===== src/rtl/hpf_coef_pkg.sv =====
// Shared types for the HPF coefficient responder: sample, coefficient and accumulator widths,
// register-select codes, FSM states and the signed multiply helper.
package hpf_coef_pkg;

  localparam int SAMPLE_W = 16;
  localparam int COEF_W   = 32;
  localparam int PROD_W   = COEF_W + SAMPLE_W;
  localparam int ACC_W    = PROD_W + 2;

  typedef logic signed [SAMPLE_W-1:0] sample_t;
  typedef logic signed [COEF_W-1:0]   coef_t;
  typedef logic signed [PROD_W-1:0]   prod_t;
  typedef logic signed [ACC_W-1:0]    acc_t;

  typedef enum logic [1:0] {
    SEL_B0      = 2'd0,
    SEL_B1      = 2'd1,
    SEL_A1      = 2'd2,
    SEL_ILLEGAL = 2'd3
  } sel_e;

  typedef enum logic [1:0] {
    IDLE   = 2'd0,
    LOAD   = 2'd1,
    ACTIVE = 2'd2
  } state_e;

  typedef struct packed {
    coef_t b0;
    coef_t b1;
    coef_t a1;
  } coef_set_t;

  // One bit per coefficient: a set is complete when every bit is present.
  localparam logic [2:0] MASK_ALL = 3'b111;

  // Full-precision signed product; both operands are sign-extended before multiplying.
  function automatic prod_t mul(input coef_t c, input sample_t s);
    return prod_t'(c) * prod_t'(s);
  endfunction

endpackage


===== src/rtl/hpf_coef_responder_if.sv =====
// Bus bundle between the HPF coefficient responder and its host: coefficient writes,
// run control, the sample stream and the status flags.
interface hpf_coef_responder_if;
  import hpf_coef_pkg::*;

  logic        n_1_reset;
  logic        en;
  logic        enable_reg_select;
  logic [1:0]  reg_select;
  coef_t       coefficient;
  sample_t     x;
  sample_t     y;
  logic        coef_valid;
  logic        cfg_error;

  modport master (
    output n_1_reset,
    output en,
    output enable_reg_select,
    output reg_select,
    output coefficient,
    output x,
    input  y,
    input  coef_valid,
    input  cfg_error
  );

  modport slave (
    input  n_1_reset,
    input  en,
    input  enable_reg_select,
    input  reg_select,
    input  coefficient,
    input  x,
    output y,
    output coef_valid,
    output cfg_error
  );

endinterface


===== src/rtl/hpf_coef_shadow.sv =====
// Double-buffered coefficient store: shadow registers plus write mask, committed to the
// active set in a single cycle when the top-level FSM raises i_commit.
module hpf_coef_shadow
  import hpf_coef_pkg::*;
(
  input  logic      clk,
  input  logic      reset,
  input  logic      i_wr_en,
  input  logic [1:0] i_wr_sel,
  input  coef_t     i_wr_data,
  input  logic      i_commit,
  output logic [2:0] o_mask,
  output coef_set_t o_active,
  output logic      o_coef_valid,
  output logic      o_cfg_error,
  output logic      o_legal_wr
);

  sel_e       w_sel;
  logic       w_legal_wr;
  logic       w_illegal_wr;
  logic [2:0] w_wr_bit;
  logic [2:0] w_mask_next;

  coef_set_t  r_shadow;
  coef_set_t  r_active;
  logic [2:0] r_mask;
  logic       r_coef_valid;
  logic       r_cfg_error;

  assign w_sel        = sel_e'(i_wr_sel);
  assign w_legal_wr   = i_wr_en && (w_sel != SEL_ILLEGAL);
  assign w_illegal_wr = i_wr_en && (w_sel == SEL_ILLEGAL);
  assign w_wr_bit     = w_legal_wr ? (3'b001 << i_wr_sel) : 3'b000;

  // A write landing in the commit cycle starts the next set with only its own bit.
  assign w_mask_next  = (i_commit ? 3'b000 : r_mask) | w_wr_bit;

  always_ff @(posedge clk) begin
    if (reset) begin
      // NOTE: the coefficient registers are reset too, so a reset also discards any
      // half-loaded or previously active set rather than leaving stale values behind.
      r_shadow     <= '0;
      r_active     <= '0;
      r_mask       <= 3'b000;
      r_coef_valid <= 1'b0;
      r_cfg_error  <= 1'b0;
    end else begin
      // NOTE: non-blocking assignments make the commit copy the pre-write shadow even
      // when a write to the same register happens on the same edge.
      if (i_commit) begin
        r_active     <= r_shadow;
        r_coef_valid <= 1'b1;
      end
      if (w_legal_wr) begin
        case (w_sel)
          SEL_B0:  r_shadow.b0 <= i_wr_data;
          SEL_B1:  r_shadow.b1 <= i_wr_data;
          SEL_A1:  r_shadow.a1 <= i_wr_data;
          default: r_shadow    <= r_shadow;
        endcase
      end
      if (w_illegal_wr) begin
        r_cfg_error <= 1'b1;
      end
      r_mask <= w_mask_next;
    end
  end

  assign o_mask       = r_mask;
  assign o_active     = r_active;
  assign o_coef_valid = r_coef_valid;
  assign o_cfg_error  = r_cfg_error;
  assign o_legal_wr   = w_legal_wr;

endmodule


===== src/rtl/hpf_coef_responder.sv =====
// First-order IIR responder y = b0*x + b1*x[n-1] + a1*y[n-1] with a double-buffered
// coefficient set. Define HPF_COEF_SATURATE_EN to clamp the output instead of wrapping.
module hpf_coef_responder
  import hpf_coef_pkg::*;
#(
  parameter int FRAC_SHIFT = 16
) (
  input logic                 clk,
  input logic                 reset,
  hpf_coef_responder_if.slave bus
);

  state_e     r_state;
  state_e     w_state_next;
  logic       w_commit;

  logic       w_legal_wr;
  logic [2:0] w_mask;
  coef_set_t  w_active;
  logic       w_coef_valid;
  logic       w_cfg_error;

  sample_t    r_x1;
  sample_t    r_y1;
  sample_t    r_y;
  sample_t    w_x1_use;
  sample_t    w_y1_use;
  acc_t       w_acc;
  sample_t    w_y_next;
  logic       w_run;

  hpf_coef_shadow u_shadow (
    .clk          (clk),
    .reset        (reset),
    .i_wr_en      (bus.enable_reg_select),
    .i_wr_sel     (bus.reg_select),
    .i_wr_data    (bus.coefficient),
    .i_commit     (w_commit),
    .o_mask       (w_mask),
    .o_active     (w_active),
    .o_coef_valid (w_coef_valid),
    .o_cfg_error  (w_cfg_error),
    .o_legal_wr   (w_legal_wr)
  );

  always_ff @(posedge clk) begin
    if (reset) begin
      r_state <= IDLE;
    end else begin
      r_state <= w_state_next;
    end
  end

  always_comb begin
    // NOTE: defaults first so every branch assigns every output and no latch is inferred.
    w_state_next = r_state;
    w_commit     = 1'b0;
    case (r_state)
      IDLE: begin
        if (w_legal_wr) w_state_next = LOAD;
      end
      LOAD: begin
        // Commit one cycle after the mask fills; a write in that cycle opens a new load.
        if (w_mask == MASK_ALL) begin
          w_commit     = 1'b1;
          w_state_next = w_legal_wr ? LOAD : ACTIVE;
        end
      end
      ACTIVE: begin
        if (w_legal_wr) w_state_next = LOAD;
      end
      default: w_state_next = IDLE;
    endcase
  end

  assign w_run = bus.en && w_coef_valid;

  always_comb begin
    w_x1_use = bus.n_1_reset ? '0 : r_x1;
    w_y1_use = bus.n_1_reset ? '0 : r_y1;
    w_acc    = acc_t'(mul(w_active.b0, bus.x))
             + acc_t'(mul(w_active.b1, w_x1_use))
             + acc_t'(mul(w_active.a1, w_y1_use));
  end

`ifdef HPF_COEF_SATURATE_EN
  localparam sample_t SAMPLE_MAX = 16'sh7FFF;
  localparam sample_t SAMPLE_MIN = 16'sh8000;

  acc_t w_shifted;

  always_comb begin
    w_shifted = w_acc >>> FRAC_SHIFT;
    if (w_shifted > acc_t'(SAMPLE_MAX)) begin
      w_y_next = SAMPLE_MAX;
    end else if (w_shifted < acc_t'(SAMPLE_MIN)) begin
      w_y_next = SAMPLE_MIN;
    end else begin
      w_y_next = sample_t'(w_shifted);
    end
  end
`else
  // Keeping the low sample bits of the shifted sum wraps in two's complement on overflow.
  assign w_y_next = sample_t'(w_acc >>> FRAC_SHIFT);
`endif

  always_ff @(posedge clk) begin
    if (reset) begin
      r_y  <= '0;
      r_x1 <= '0;
      r_y1 <= '0;
    end else if (w_run) begin
      r_y  <= w_y_next;
      r_x1 <= bus.x;
      r_y1 <= w_y_next;
    end else begin
      // Bypass: the sample passes straight through; n_1_reset only touches the history.
      r_y <= bus.x;
      if (bus.n_1_reset) begin
        r_x1 <= '0;
        r_y1 <= '0;
      end
    end
  end

  assign bus.y          = r_y;
  assign bus.coef_valid = w_coef_valid;
  assign bus.cfg_error  = w_cfg_error;

endmodule


===== src/flat_wrapper.sv =====
// flat-port wrapper written by rule: the top's interface ports become plain ports
module hpf_coef_responder_flat import hpf_coef_pkg::*;
#(
  parameter int FRAC_SHIFT = 16
)
  (clk, reset, bus_n_1_reset, bus_en, bus_enable_reg_select, bus_reg_select, bus_coefficient, bus_x, bus_y, bus_coef_valid, bus_cfg_error);
  hpf_coef_responder_if bus_i ();
  input logic clk;
  input logic reset;
  input wire logic [$bits(bus_i.n_1_reset)-1:0] bus_n_1_reset;
  input wire logic [$bits(bus_i.en)-1:0] bus_en;
  input wire logic [$bits(bus_i.enable_reg_select)-1:0] bus_enable_reg_select;
  input wire logic [$bits(bus_i.reg_select)-1:0] bus_reg_select;
  input wire logic [$bits(bus_i.coefficient)-1:0] bus_coefficient;
  input wire logic [$bits(bus_i.x)-1:0] bus_x;
  output wire logic [$bits(bus_i.y)-1:0] bus_y;
  output wire logic [$bits(bus_i.coef_valid)-1:0] bus_coef_valid;
  output wire logic [$bits(bus_i.cfg_error)-1:0] bus_cfg_error;
  assign bus_i.n_1_reset = bus_n_1_reset;
  assign bus_i.en = bus_en;
  assign bus_i.enable_reg_select = bus_enable_reg_select;
  assign bus_i.reg_select = bus_reg_select;
  assign bus_i.coefficient = bus_coefficient;
  assign bus_i.x = bus_x;
  assign bus_y = bus_i.y;
  assign bus_coef_valid = bus_i.coef_valid;
  assign bus_cfg_error = bus_i.cfg_error;
  hpf_coef_responder #(.FRAC_SHIFT(FRAC_SHIFT)) u_core (.clk(clk), .reset(reset), .bus(bus_i));
endmodule

===== config.mk =====
export PLATFORM = sky130hd
export DESIGN_NAME = hpf_coef_responder_flat
export DESIGN_NICKNAME = d
export VERILOG_FILES = /design/src/rtl/hpf_coef_pkg.sv /design/src/rtl/hpf_coef_responder_if.sv /design/src/rtl/hpf_coef_shadow.sv /design/src/rtl/hpf_coef_responder.sv /design/src/flat_wrapper.sv
export SDC_FILE = /design/constraint.sdc
export NUM_CORES = 2
export LEC_CHECK = 0
export ABC_AREA = 1
export BUFFER_PORTS_ARGS = -buffer_cell sky130_fd_sc_hd__buf_2
export CORE_UTILIZATION = 70
export CTS_BUF_LIST = sky130_fd_sc_hd__clkbuf_4
export DETAILED_ROUTE_END_ITERATION = 8
export PLACE_DENSITY_LB_ADDON = 0.3
export SYNTH_ARGS = -nofsm -noshare
export SYNTH_HDL_FRONTEND = slang
export SYNTH_HIERARCHICAL = 1
export SYNTH_SLANG_ARGS = --single-unit
export TNS_END_PERCENT = 20

===== constraint.sdc =====
create_clock -name clk -period 13.2 [get_ports clk]
set_input_delay 0.66 -clock clk [delete_from_list [all_inputs] [get_ports clk]]
set_output_delay 0.66 -clock clk [all_outputs]
set_load 0.005 [all_outputs]

==> impl_metrics.yaml <==
finish:
  num-nets-final: 6789
  drive_above_1_share: 0.0436
  fill_cells: 4977
  mostFrequentLayoutCell: "inv_1"
  regArea_mm2: 0.00494
  multi_input_area_mm2: 0.0328
  layout_common_cells: "inv_1, nand2_1, fa_1"
  syn_to_final_growth_pct: 3.25
setup_path:
  crit_path_max_fanout: 29
  critPathSlowestCell: "inv_1"
  cp-start-kind: "input pin"
  arrival_ns: 9.69
  crit_path_max_incr_delay_ns: 0.60
  endpoint_kind: "flop"
  cp_common_cell: "fa_1"
  crit_required_ns: 13.90
  path_class: "in -> reg"
timing:
  timing_hold_violations_final: 0
  period_minus_slack_ns: 8.99
  fin_skew_ns: 0.0703
  fmaxAchievable_ghz: 0.111
  setup_viol: 0
  relSlewSlack: 0.243
  drv_slew: 0
  setup-tns-final_ns: 0
  rsz0062_at_grt: "false"
  worst_pin_slew_ns: 1.13
  min_period_over_period: 0.681
power:
  power.internal_mw: 1.14
  pwr-share-seq: 0.469
  p_sw_mw: 0.501
  p_per_area_mw_per_mm2: 35.8
  p_leak_nw: 24.5
  switching_share: 0.305
  finalPower_mw: 1.64
  pwr-share-comb: 0.110
  pwr-share-clk: 0.421
  max-vdd-ir-drop_v: 0.0000931
grt:
  track_usage: 0.439
  grt_max_degree: 123
  grt_overflow_total: 0
  grt_pass1_vias: 37000
  antenna_found_initial: 5
  grt_pass1_wl_um: 208000
logic_synthesis:
  synth_top_family_by_area: "adder cells"
  yosys.area_share.simple: 0.170
  synth_area_per_cell_um2: 7.96
  synth.yosys.seq_area_share: 0.111
  synthesis.nets: 6864
  synth_area_leaders: "fa_1, inv_1, dfxtp_1"
  syn_inst: 5583
  syn_area_mm2: 0.0444
  ys_async_sr_fraction: 0
  synth_edf_count: 0
  yosysUniqueCellTypes: 37
  ys_ff_latch: 247
  synth_mux_area_frac: 0
  synthXorXnorAreaFrac: 0.00757
  yosys.area.top_type: "fa_1"
  synthAdderAreaFrac: 0.518
  synthFlopType: "dfxtp_1"
  synth_compound_gate_area_share: 0.0410
  yosysTopAreaCellShare: 0.461
  yosysWarningCount: 6
detailed_routing:
  viasPerCell: 5.63
  vias: 36000
  route.detailed.drc: 0
  drt_iter0_drc: 3413
  route.detailed.wl_per_inst_um: 21.0
  ant_nets: 0
  wirelength_um: 134000
  first_pass_iters: 6
clocking:
  cts_tree: "built"
  ctsHoldBuffers: 0
  cts_buffers: 70
  clkSinkCount: 247
  insertion_delay_ns: 0.85
  cts_setup_buffers: 0
  cts_root_buf: "clkbuf_4"
  path_clk_slew_ns: 0.07
  htreeDepth: 3
  cts_resized: 0
  clockBufferDepth: 3
floorplan:
  die_y_um: 254
  start_util: 0.707
  dieArea_mm2: 0.0645
  ios: 73
  die_w_um: 254
  core_mm2: 0.0629
  rows: 92
min_path:
  holdCritPathClass: "in -> reg"
placed_design:
  place_congestion: 1.05
  io_buffers: 72
  dp_hpwl_um: 111000
status:
  run_status: "completed"
job:
  max_cap_viol_count: 0
layer usage:
metal | vias to the layer above | track usage | share of wire
met4 | 2 | 0.316 | 0.088
met3 | 615 | 0.113 | 0.11
met2 | 2250 | 0.675 | 0.45
met5 | - | 0.00154 | 0.000097
met1 | 17500 | 0.542 | 0.35
li1 | 15600 | - | -
metrics by stage:
step / setup slack [ns] / std cells / area [um2] / util / hold slack (ns)
finish: 4.21 / 6402 / 45900 / 0.730 / 0.135
global route: 3.90 / 6401 / 45900 / 0.730 / 0.0987
CTS: 4.43 / 6395 / 45900 / 0.730 / 0.0781
detailed placement: 3.60 / 6282 / 45100 / 0.717 / 0.441
global placement: 3.74 / 6282 / 45100 / 0.717 / 0.436
floorplan: 5.27 / 5583 / 44400 / - / 0.429
sequential cells by signal, indices dropped and copies added, names as in the netlist:
register,count
u_core/u_shadow/o_active,96
u_core/u_shadow/r_shadow,96
u_core/bus.y,16
u_core/r_x1,16
u_core/r_y1,16
u_core/u_shadow/o_mask,3
u_core/r_state,2
u_core/u_shadow/o_cfg_error,1
u_core/u_shadow/o_coef_valid,1
logic make-up (layout without fill, tap and decap cells):
kind of cell / Yosys count / in the layout
AO/OA/AOI/OAI: 345 / 345
other: 0 / 7
XOR/XNOR: 36 / 36
AND/OR/NAND/NOR: 1964 / 1964
adder cells (fa/ha/maj): 1226 / 1226
flip-flops: 247 / 247
buffers and inverters: 1765 / 1731
synth_stat cells (all sizes together), types with 9 or more instances:
master / n
inv: 1491
nand2: 1200
fa: 1024
nor2: 667
dfxtp: 247
ha: 202
clkbuf: 186
a21oi: 174
o21ai: 131
buf: 70
nand3: 67
xnor2: 19
clkinv: 18
a211oi: 17
xor2: 16
nand3b: 9
or2: 9
critical path, delay by kind of cell:
kind / cells / cell delay, ns
compound gates: 9 / 1.74
fa+ha+maj: 10 / 4.94
buf+inv: 8 / 1.62
simple gates: 2 / 0.71
power groups by stage:
stage	sequential, mW	combinational (mW)	clock, mW
3_5_place_dp	0.788	0.176	0
6_report	0.771	0.182	0.692
5_1_grt	0.772	0.199	0.740
2_1_floorplan	0.785	0.114	0
3_3_place_gp	0.787	0.172	0
4_1_cts	0.771	0.177	0.698
final timing paths:
check,from,endpoint,slack [ns],depth (start not counted)
hold reg to reg,u_core/u_shadow/r_shadow[0],u_core/u_shadow/o_active[0],0.41,2
setup reg to reg,u_core/r_y1[2],u_core/bus.y[9],4.49,32
setup / recovery,bus_n_1_reset,u_core/bus.y[9],4.21,29
hold / removal,bus_coefficient[30],u_core/u_shadow/r_shadow[94],0.13,3
final cells by class:
| type | count | share of cell area |
|---|---|---|
| Sequential cell | 247 | 0.108 |
| Tap cell | 846 | 0.0231 |
| Clock inverter | 20 | 0.00226 |
| Multi-Input combinational cell | 3571 | 0.714 |
| Timing Repair Buffer | 109 | 0.0139 |
| Inverter | 1509 | 0.123 |
| Antenna cell | 7 | 0.000382 |
| Clock buffer | 93 | 0.0152 |
Power figures use the tool's default switching activity.
